File: config.mk
export PLATFORM = sky130hd
export DESIGN_NAME = reg_bank_fs
export DESIGN_NICKNAME = d
export VERILOG_FILES = /design/src/rtl/reg_bank_pkg.sv /design/src/rtl/reg_fs_cell.sv /design/src/rtl/reg_bank_fs.sv
export SDC_FILE = /design/constraint.sdc
export NUM_CORES = 1
export LEC_CHECK = 0
export ABC_AREA = 0
export ABC_CLOCK_PERIOD_IN_PS = 7000
export BUFFER_PORTS_ARGS = -buffer_cell sky130_fd_sc_hd__buf_4
export CAP_MARGIN = 10
export CORE_MARGIN = 3
export CORE_UTILIZATION = 63
export CTS_BUF_LIST = sky130_fd_sc_hd__clkbuf_8
export DETAILED_ROUTE_END_ITERATION = 10
export GPL_ROUTABILITY_DRIVEN = 1
export PLACE_DENSITY = 0.84
export SYNTH_ARGS = -nofsm -noshare
export SYNTH_HDL_FRONTEND = slang
export SYNTH_SLANG_ARGS = --single-unit
File: constraint.sdc
create_clock -name Clock -period 7 [get_ports Clock]
set_clock_uncertainty 0.05 [all_clocks]
set_input_delay 1.05 -clock Clock [delete_from_list [all_inputs] [get_ports Clock]]
set_output_delay 1.05 -clock Clock [all_outputs]
set_load 0.01 [all_outputs]
File: src/rtl/reg_bank_pkg.sv
// reg_bank_pkg: FunSel opcodes and width-generic next-state helpers for the register bank.
// Helpers work on MAX_W-bit words; callers pass their real width and truncate the result.
package reg_bank_pkg;

    localparam logic [2:0] FS_DEC       = 3'b000;
    localparam logic [2:0] FS_INC       = 3'b001;
    localparam logic [2:0] FS_LOAD      = 3'b010;
    localparam logic [2:0] FS_CLR       = 3'b011;
    localparam logic [2:0] FS_LDL_CLRH  = 3'b100;
    localparam logic [2:0] FS_LDL_KEEPH = 3'b101;
    localparam logic [2:0] FS_LDH_KEEPL = 3'b110;
    localparam logic [2:0] FS_LDL_SEXT  = 3'b111;

    localparam int MAX_W = 64;

    typedef logic [MAX_W-1:0] word_t;

    function automatic word_t width_mask(input int w);
        return (word_t'(1) << w) - word_t'(1);
    endfunction

    function automatic word_t next_q(input logic [2:0] op, input word_t q, input word_t i, input int w);
        word_t mask;
        word_t lo;
        word_t hi;
        int half;
        half = w / 2;
        mask = width_mask(w);
        lo   = width_mask(half);
        hi   = mask & ~lo;
        case (op)
            FS_DEC:       next_q = (q - word_t'(1)) & mask;
            FS_INC:       next_q = (q + word_t'(1)) & mask;
            FS_LOAD:      next_q = i & mask;
            FS_CLR:       next_q = '0;
            FS_LDL_CLRH:  next_q = i & lo;
            FS_LDL_KEEPH: next_q = (q & hi) | (i & lo);
            FS_LDH_KEEPL: next_q = ((i & lo) << half) | (q & lo);
            default:      next_q = (i & lo) | (i[half-1] ? hi : '0);
        endcase
    endfunction

    function automatic logic wraps(input logic [2:0] op, input word_t q, input int w);
        return (op == FS_INC && q == width_mask(w)) || (op == FS_DEC && q == '0);
    endfunction

    // Whole-register and low-half-with-defined-high loads restart overflow tracking.
    function automatic logic clears_wrap(input logic [2:0] op);
        return op == FS_LOAD || op == FS_CLR || op == FS_LDL_CLRH || op == FS_LDL_SEXT;
    endfunction

endpackage

File: src/rtl/reg_fs_cell.sv
// reg_fs_cell: one FunSel register with sticky wrap flag; NextQ is the value it will hold after the next edge.
module reg_fs_cell
    import reg_bank_pkg::*;
#(
    parameter int               WIDTH     = 16,
    parameter logic [WIDTH-1:0] RESET_VAL = '0
) (
    input  logic             Clock,
    input  logic             Reset,
    input  logic             E,
    input  logic [2:0]       FunSel,
    input  logic [WIDTH-1:0] I,
    output logic [WIDTH-1:0] Q,
    output logic             Wrap,
    output logic [WIDTH-1:0] NextQ
);

    logic [WIDTH-1:0] op_q;
    logic             op_wrap;

    always_comb begin
        op_q    = WIDTH'(next_q(FunSel, word_t'(Q), word_t'(I), WIDTH));
        op_wrap = wraps(FunSel, word_t'(Q), WIDTH) ? 1'b1 : clears_wrap(FunSel) ? 1'b0 : Wrap;
        NextQ   = Reset ? RESET_VAL : E ? op_q : Q;
    end

    always_ff @(posedge Clock) begin
        if (Reset) begin
            Q    <= RESET_VAL;
            Wrap <= 1'b0;
        end else if (E) begin
            Q    <= op_q;
            Wrap <= op_wrap;
        end
    end

endmodule

File: src/rtl/reg_bank_fs.sv
// reg_bank_fs: bank of NUM_REGS FunSel registers with two combinational read ports and sticky wrap flags.
// Define REG_BANK_FS_BYPASS_EN to forward each register's next-state value onto the read ports.
module reg_bank_fs
    import reg_bank_pkg::*;
#(
    parameter  int               WIDTH     = 16,
    parameter  int               NUM_REGS  = 4,
    parameter  logic [WIDTH-1:0] RESET_VAL = '0,
    localparam int               SEL_W     = $clog2(NUM_REGS)
) (
    input  logic                Clock,
    input  logic                Reset,
    input  logic [NUM_REGS-1:0] RegSel,
    input  logic [2:0]          FunSel,
    input  logic [WIDTH-1:0]    I,
    input  logic [SEL_W-1:0]    OutASel,
    input  logic [SEL_W-1:0]    OutBSel,
    output logic [WIDTH-1:0]    OutA,
    output logic [WIDTH-1:0]    OutB,
    output logic [NUM_REGS-1:0] Wrap
);

`ifdef REG_BANK_FS_BYPASS_EN
    localparam bit BYPASS = 1'b1;
`else
    localparam bit BYPASS = 1'b0;
`endif

    // Read table padded to a power of two so unused selects read zero.
    localparam int PAD = 1 << SEL_W;

    logic [WIDTH-1:0] q  [NUM_REGS];
    logic [WIDTH-1:0] nq [NUM_REGS];
    logic [WIDTH-1:0] rd [PAD];

    for (genvar k = 0; k < PAD; k++) begin : g_reg
        if (k < NUM_REGS) begin : g_cell
            reg_fs_cell #(
                .WIDTH    (WIDTH),
                .RESET_VAL(RESET_VAL)
            ) u_cell (
                .Clock (Clock),
                .Reset (Reset),
                .E     (RegSel[k]),
                .FunSel(FunSel),
                .I     (I),
                .Q     (q[k]),
                .Wrap  (Wrap[k]),
                .NextQ (nq[k])
            );
            assign rd[k] = BYPASS ? nq[k] : q[k];
        end else begin : g_pad
            assign rd[k] = '0;
        end
    end

    assign OutA = rd[OutASel];
    assign OutB = rd[OutBSel];

endmodule

==> results of run 1 <==
==> worst reg2reg max path, stage by stage (launching register included) <==
cell and delay, ns:
dfxtp_1 0.55, ha_1 0.36, a21oi_1 0.28, inv_1 0.07, a221o_1 0.35, a31oi_1 0.20, mux2_2 0.37, or4_4 0.50
==> cell type report <==
cell class | count | area, µm²
well taps | 143 | 179
multi-input cells | 771 | 5840
clock buffers | 9 | 124
clock inverters | 7 | 91.3
fillers | 950 | 3390
inverters | 19 | 71.3
repair buffers | 67 | 503
flip-flops and latches | 68 | 1360
==> flip-flops by register name, summed over array words and instances, names as in the netlist <==
signal / count
g.g_cell.u_cell.Q: 64
g.g_cell.u_cell.Wrap: 4
==> placed cells by master (no fill, tap or decap), types with 9 or more instances in the layout <==
cell       n
dfxtp_1   68
and2_1    10
buf_4     67
nor2b_1   12
a21oi_1   66
o21ai_0   73
clkbuf_8   9
nand3_1   22
ha_1      66
nor3_1    18
a211oi_1  15
o211ai_1   9
nor4_1    22
and3_1    12
o21a_1    15
mux4_2    32
nor2_1    47
xnor2_1   23
nand2b_1  13
a21o_1    19
inv_1     19
nand2_1   73
nand4_1   27
a22o_1    14
a22oi_1   38
==> report_power, final <==
part / total, µW / internal (µW) / leakage, µW / switching, µW
sequential: 506 / 421 / 0.000558 / 85.1
combinational: 749 / 332 / 0.00262 / 417
clock: 381 / 199 / 0.000109 / 182
==> routing by layer <==
layer	track usage, %	wire (µm)
met5	0	0
met4	19.8	1580
met3	9.05	3000
met2	58.4	11100
met1	50.9	9890
==> kinds of logic after synthesis <==
kind of cell,share of synthesized area [%]
XOR/XNOR,3.59
adder cells (fa/ha/maj),12.0
buffers and inverters,4.32
AO/OA/AOI/OAI,30.1
multiplexers,10.7
flip-flops,18.1
AND/OR/NAND/NOR,21.1
==> worst min path at each step <==
stage	startpoint	to	slack, ns	depth (start not counted)
6_report	g_reg[3].g_cell.u_cell.Wrap	g_reg[3].g_cell.u_cell.Wrap	0.45	2
4_1_cts	g_reg[2].g_cell.u_cell.Wrap	g_reg[2].g_cell.u_cell.Wrap	0.46	2
2_1_floorplan	g_reg[0].g_cell.u_cell.Wrap	g_reg[0].g_cell.u_cell.Wrap	0.40	2
5_1_grt	g_reg[2].g_cell.u_cell.Wrap	g_reg[2].g_cell.u_cell.Wrap	0.48	2
3_3_place_gp	g_reg[2].g_cell.u_cell.Wrap	g_reg[2].g_cell.u_cell.Wrap	0.43	2
3_5_place_dp	g_reg[0].g_cell.u_cell.Wrap	g_reg[0].g_cell.u_cell.Wrap	0.43	2
==> metrics by stage <==
stage | utilization, % | total power [µW]
2_1_floorplan | - | 1030
3_3_place_gp | 68.8 | 1220
3_5_place_dp | 68.8 | 1230
4_1_cts | 70.7 | 1610
5_1_grt | 70.7 | 1720
6_report | 70.7 | 1640
==> impl_results.md, run 1 <==
- Fin Hold WS: 0.453 ns
- Grt ovf: 0
- DRC: 0
- Drt via density: 7.46
- Ys flop type: dfxtp_1
- Placer Congestion: 0.968
- Crit-path most repeated cell: buf_4
- Antenna violations before repair: 0
- Sum of negative setup slack: 0 ns
- Main area contributors after synthesis: dfxtp_1 (18%), ha_1 (11%), mux4_2 (9.6%), o21ai_0 (4.9%), a21oi_1 (4.4%)
- CTS tree: built
- Asr flop ratio synth: 0%
- Worst-path clk slew: 0.09 ns
- Routed WL: 25600 µm
- Crit path capture: g_reg[1].g_cell.u_cell.Q[15]
- Cells after synthesis: 913
- Core Rows: 39
- Clk sinks: 68
- H-tree depth: 3
- Mapped Nets: 1012
- Worst setup SP type: input port
- Most common cell in the synthesized netlist: nand2_1
- Largest net degree at the start of global routing: 61
- Area grow syn2layout: 8.61%
- Critical Path Sink Type: flop
- RR Endpoint: g_reg[3].g_cell.u_cell.Q[14]
- Via count: 8087
- Minimum clock period: 4.40 ns
- First-pass GRT wire length: 39800 µm
- Die width: 115 µm
- Post-layout worst setup margin: 2.60 ns
- Most frequent cells after synthesis: nand2_1 (74), o21ai_0 (73), dfxtp_1 (68)
- Synth top area share: 18.1%
- Crit Path Class: in -> reg
- Stages on worst setup path: 10
- Drt pass-1 iters: 6
- Antenna-violating nets left: 0
- Initial DRC Count: 1345
- Ys Warns: 0
- Hold-fix buffers at CTS: 0
- Final period util: 62.9%
- Mean Syn Cell Area: 8.24 µm²
- WL per Instance: 23.6 µm
- CP max FO: 42
- Layout Nets: 1035
- Unrepaired setup endpoints after global routing: false
- Rel. slew slack: 13.5%
- FF-to-FF setup slack: 4.17 ns
- Static leakage: 0.00329 µW
- Critical Path RT: 7.18 ns
- Initial core utilization: 65.1%
- Ports: 65
- Setup repair bufs after CTS: 0
- Fraction of layout cells with a size suffix above 1: 14.1%
- Status: finished, final reports clean
- FMAX: 227 MHz
- Core ar.: 0.0116 mm²
- HPWL reported at the end of detailed placement: 18000 µm
- Final setup vio count: 0
- Resized Gates After CTS: 0
- Full die area: 0.0133 mm²
- Die height: 115 µm
- CTS Buf Count: 9
- GRT Resource Usage Total: 38.4%
- Reg2reg start: g_reg[3].g_cell.u_cell.Q[11]
- VDD IR max: 0.112 mV
- Min-Delay Path Class: reg -> reg
- Skew-Pair Late Insertion Delay: 0.38 ns
- Reg2reg path depth: 7
- Fin area: 0.00817 mm²
- Slew Limit Fails: 0
- DP Worst Slack: 2.36 ns
- Maxcap violations: 0
- DP Cell Count: 1068
- Count of unique library cells instantiated by Yosys: 74
- Buffers & Inverters on Critical Path: 2
- CP peak stage delay: 0.67 ns
- Fin cells: 1084
- Slowest CP cell: nand2_2
- Port-buffer cells: 64
- Total power density per cell area: 200 mW/mm²
- Crit. Startpoint: FunSel[0]
- Slew @ Worst Pin: 1.28 ns
- CTS root buf: clkbuf_8
- Critical path, cell by cell: buf_4 > nand2_2 > buf_4 > ha_1 > a21oi_1 > o21ai_0 > a221o_1 > a211oi_2 > mux2i_1 > o2111ai_1
- Final Hold Viols: 0
- N_diodes: 0
- CTS Buffer Depth: 2
- CP arrival: 4.58 ns
- Register area share after synthesis: 18.1%
- Top Family by Delay on Critical Path: compound AO/OA/AOI/OAI gates
- Mapped Area: 0.00752 mm²
- Leading area contributor after synthesis: dfxtp_1
- Vias in the first global route: 7444
- Number of flops mapped to enable cells by yosys: 0
- Synth Register Bits: 68
- Cell Area, Placed: 0.00796 mm²
Note: power is estimated with default switching activity, not from simulation.
==> run 2, diff against run 1 <==
- ABC_CLOCK_PERIOD_IN_PS: 7000 -> 4300
- clock period: 7 -> 4.3 ns (I/O delays scaled with it)
==> run 2 against run 1 <==
Register-to-register slack worse by 2.8 ns; worst setup slack worse by 1.6 ns; sequential cell count stayed put; die area stayed put; total power is 68% higher; combinational power is 63% higher; cell area is 0.83% higher; final cell count is 0.37% higher; sequential power is 63% higher; sequential share of layout area is 0.14 points lower; utilization is 0.58 points higher; clock power is 84% higher; critical endpoint is now g_reg[3].g_cell.u_cell.Q[14]; largest cell class unchanged; highest routed layer unchanged.
==> impl_results.md, run 2 (synthesis gave the netlist of run 1 again) <==
- Status: finished, final reports clean
- CP max FO: 38
- Die width: 115 µm
- Critical Path Sink Type: flop
- Commonest non-fill, non-tap cells in the layout: nand2_1 (73), o21ai_0 (73), buf_4 (71), dfxtp_1 (68)
- Fin Hold WS: 0.461 ns
- Unrepaired setup endpoints after global routing: false
- CP arrival: 3.53 ns
- Antenna-violating nets left: 0
- Final Hold Viols: 0
- Final period util: 77.0%
- Setup repair bufs after CTS: 0
- Routed WL: 25600 µm
- VDD IR max: 0.274 mV
- First-pass GRT wire length: 40100 µm
- WL per Instance: 23.6 µm
- Drt pass-1 iters: 7
- Rel. slew slack: 35.2%
- Core ar.: 0.0116 mm²
- Slew @ Worst Pin: 0.967 ns
- DRC: 0
- Total power density per cell area: 333 mW/mm²
- Initial DRC Count: 1314
- Slew Limit Fails: 0
- Crit. Startpoint: FunSel[0]
- Reg2reg start: g_reg[3].g_cell.u_cell.Q[11]
- Hold wc startpoint: g_reg[1].g_cell.u_cell.Wrap
- Met2 WL: 11200 µm
- Vias in the first global route: 7347
- Via count: 8099
- Port-buffer cells: 64
- Most flops, register: g.g_cell.u_cell.Q
- Worst-path clk slew: 0.09 ns
- Layout Nets: 1039
- GRT Resource Usage Total: 38.9%
- Fraction of layout cells with a size suffix above 1: 14.5%
- Area grow syn2layout: 9.51%
- Static leakage: 0.00332 µW
- Sum of negative setup slack: 0 ns
- Hold path depth: 2
- Crit Path Class: in -> reg
- Minimum clock period: 3.31 ns
- Multi-input logic area: 0.00585 mm²
- Placer Congestion: 0.979
- CTS Buffer Depth: 2
- CTS tree: built
- Register area: 0.00136 mm²
- Largest net degree at the start of global routing: 61
- Routed wl met3: 3000 µm
- CTS root buf: clkbuf_8
- Grt ovf: 0
- Worst setup SP type: input port
- Hold-fix buffers at CTS: 0
- Top flop regs: g.g_cell.u_cell.Q (64), g.g_cell.u_cell.Wrap (4)
- Resized Gates After CTS: 0
- HPWL reported at the end of detailed placement: 18000 µm
- Initial core utilization: 65.1%
- Final Core Density: 71.2%
- Final setup vio count: 0
- Ports: 65
- Die height: 115 µm
- N_diodes: 0
- Clk sinks: 68
- Core Rows: 39
- Min-Delay Path Class: reg -> reg
- H-tree depth: 3
- Skew-Pair Late Insertion Delay: 0.40 ns
- Fillers: 946
- Largest register FFs: 64
- CTS Buf Count: 9
- Maxcap violations: 0
- FMAX: 302 MHz
- Reg2reg path depth: 7
- Full die area: 0.0133 mm²
- Drt via density: 7.44
- WL met1: 9460 µm
- Antenna violations before repair: 0
- Max Used Layer: met4
- Critical Path RT: 4.52 ns
run 2: cell count changes in the layout (fill, tap and decap cells not counted), sizes merged:
cell and change:
buf +4, bufinv +1, clkinv -2, inv +1
run 2: final timing paths:
kind | slack [ns] | end
max | 0.99 | g_reg[3].g_cell.u_cell.Q[14]
min | 0.46 | g_reg[1].g_cell.u_cell.Wrap
max reg2reg | 1.40 | g_reg[3].g_cell.u_cell.Q[14]
min reg2reg | 0.46 | g_reg[1].g_cell.u_cell.Wrap
run 2: cell type report:
cell class	count	area share, %
Sequential cell	68	16.5
Multi-Input combinational cell	771	71.0
Tap cell	143	2.17
Inverter	19	0.866
Timing Repair Buffer	71	6.47
Clock inverter	7	1.50
Clock buffer	9	1.50
run 2: metal layers:
metal,vias to the layer above,track usage (%)
met4,0,22.9
li1,3674,-
met1,3712,49.6
met3,166,10.1
met2,547,59.5
met5,-,0
run 2: where the power goes:
group / internal (µW) / total [µW] / switching [µW]
registers: 685 / 827 / 141
logic: 542 / 1220 / 673
clock network: 389 / 702 / 313
total: 1620 / 2740 / 1130
run 2: worst max-delay path, stage by stage:
cell and delay, ns:
buf_4 0.36, nand2_4 0.28, ha_1 0.43, a21oi_1 0.30
inv_1 0.10, a221o_1 0.36, a31oi_1 0.17, mux2_2 0.36
or4_4 0.50
run 2: through the flow:
| stage | std cells | area (µm²) | total power [µW] | setup slack [ns] |
|---|---|---|---|---|
| after floorplan | 913 | 7530 | 1680 | 0.0854 |
| after global placement | 1072 | 7990 | 1980 | 0.790 |
| after detailed placement | 1072 | 7990 | 2010 | 0.702 |
| after CTS | 1088 | 8240 | 2710 | 1.07 |
| after global routing | 1088 | 8240 | 2890 | 0.842 |
| final | 1088 | 8240 | 2740 | 0.990 |
==> run 3, diff against run 2 <==
- ABC_CLOCK_PERIOD_IN_PS: 4300 -> 3000
- CORE_UTILIZATION: 63 -> 57
- PLACE_DENSITY: 0.84 -> 0.8
- clock period: 4.3 -> 3 ns (I/O delays scaled with it)
==> run 3 against run 2 <==
Worst setup slack worse by 0.66 ns; first-iteration DRC count decreased by 31%; critical path type unchanged; largest power group unchanged; non-clock buffer count rose by 57; via count is 2.2% higher; hold slack worse by 0.15 ns; wire length up 1.5%; combinational power rose by 57%; cell area increased by 6.2%; register-to-register slack got worse by 0.96 ns.
==> impl_results.md, run 3 (synthesis gave the netlist of run 1 again) <==
- Worst-path clk slew: 0.09 ns
- Die height: 121 µm
- Minimum clock period: 2.68 ns
- Skew-Pair Late Insertion Delay: 0.39 ns
- Clk sinks: 68
- Grt ovf: 0
- Antenna-violating nets left: 0
- H-tree depth: 3
- Unrepaired setup endpoints after global routing: false
- CTS Buffer Depth: 2
- CTS Buf Count: 9
- CP peak stage delay: 0.36 ns
- Routed WL: 26000 µm
- Rel. slew slack: 43.6%
- Final period util: 89.2%
- CTS tree: built
- Ports: 65
- Die width: 121 µm
- Fillers: 1059
- Core Rows: 41
- Final setup vio count: 0
- Vias in the first global route: 7653
- Commonest non-fill, non-tap cells in the layout: buf_4 (126), nand2_1 (73), o21ai_0 (73), dfxtp_1 (68), a21oi_1 (65)
- Most flops, register: g.g_cell.u_cell.Q
- Drt via density: 7.05
- Min-Delay Path Class: in -> reg
- Status: finished, final reports clean
- Fraction of layout cells with a size suffix above 1: 20.1%
- GRT met1 Usage: 44.0%
- Final Core Density: 68.5%
- Setup repair bufs after CTS: 0
- N_diodes: 0
- Grt met3 use: 9.23%
- Slew Limit Fails: 0
- FMAX: 374 MHz
- Largest net degree at the start of global routing: 51
- Top flop regs: g.g_cell.u_cell.Q (64), g.g_cell.u_cell.Wrap (4)
- Most common cell after layout, fill and taps aside: buf_4
- Worst setup SP type: input port
- Final Hold Viols: 0
- Placer Congestion: 0.975
- Core ar.: 0.0128 mm²
- Via count: 8276
- Initial DRC Count: 902
- Initial core utilization: 58.9%
- Area grow syn2layout: 16.3%
- Full die area: 0.0146 mm²
- Resized Gates After CTS: 0
- Largest register FFs: 64
- Critical Path Sink Type: flop
- Post-layout worst setup margin: 0.325 ns
- DP Cell Count: 1158
- Hold-fix buffers at CTS: 0
- Static leakage: 0.00356 µW
- Antenna violations before repair: 0
- WL per Instance: 22.2 µm
- HPWL reported at the end of detailed placement: 18900 µm
- Slowest CP cell: ha_1
- Sum of negative setup slack: 0 ns
- Crit Path Class: in -> reg
- Critical Path RT: 3.20 ns
- First-pass GRT wire length: 40300 µm
- CP arrival: 2.88 ns
- Met2 usage: 56.1%
- Critical path, cell by cell: buf_4 > nor2_4 > nand2_8 > buf_12 > ha_1 > a21oi_1 > o21ai_0 > a221o_1 > a211oi_2 > mux2i_1 > o2111ai_1
- Fin Hold WS: 0.315 ns
- Gr busiest metal: met2
- Port-buffer cells: 64
- GRT Resource Usage Total: 35.2%
- Fin cells: 1174
- Layout Nets: 1096
- DRC: 0
- VDD IR max: 0.257 mV
- Drt pass-1 iters: 5
- Total power density per cell area: 438 mW/mm²
- CP max FO: 35
- DP Worst Slack: -0.0554 ns
- CTS root buf: clkbuf_8
- Slew @ Worst Pin: 0.844 ns
- Maxcap violations: 0
run 3: cell count changes in the layout (fill, tap and decap cells not counted), sizes merged:
cell | before | now
bufinv | 3 | 0
buf | 71 | 128
clkinvlp | 1 | 4
run 3: worst paths after layout:
kind	to	from	slack, ns	cells past startpoint
setup / recovery	g_reg[1].g_cell.u_cell.Q[15]	FunSel[1]	0.32	11
hold / removal	g_reg[2].g_cell.u_cell.Q[0]	Reset	0.32	2
setup reg to reg	g_reg[3].g_cell.u_cell.Q[14]	g_reg[3].g_cell.u_cell.Q[7]	0.44	7
hold reg to reg	g_reg[2].g_cell.u_cell.Wrap	g_reg[2].g_cell.u_cell.Wrap	0.48	2
run 3: power breakdown:
group / switching [µW] / internal (µW) / leakage [µW] / total (µW)
combinational: 1010 / 903 / 0.00293 / 1920
sequential: 183 / 982 / 0.000558 / 1170
clock: 449 / 302 / 0.0000779 / 751
run 3: stage by stage:
step	area, µm²	total power, µW
3_5_place_dp	8570	3040
2_1_floorplan	7650	2430
3_3_place_gp	8570	3010
6_report	8750	3830
5_1_grt	8750	4040
4_1_cts	8750	3790
run 3: worst max-delay path: cells and delay by family:
kind,cells,cell delay [ns]
muxes,1,0.24
and+or+nand+nor,2,0.33
buffers and inverters,2,0.34
adders and majority gates,1,0.36
AOI/OAI and AO/OA,5,1.12
run 3: routing by layer:
layer / vias up / wire [µm]
li1: 3772 / -
met1: 3885 / 9780
met2: 500 / 11800
met3: 119 / 3000
met4: 0 / 1460
met5: - / 0
run 3: layout make-up:
cell class | count | area [µm²] | share of cell area [%]
clock buffers | 9 | 124 | 1.42
well taps | 172 | 215 | 2.46
clock inverters | 7 | 52.6 | 0.601
inverters | 19 | 71.3 | 0.815
multi-input cells | 771 | 5940 | 67.9
repair buffers | 128 | 986 | 11.3
flip-flops and latches | 68 | 1360 | 15.6
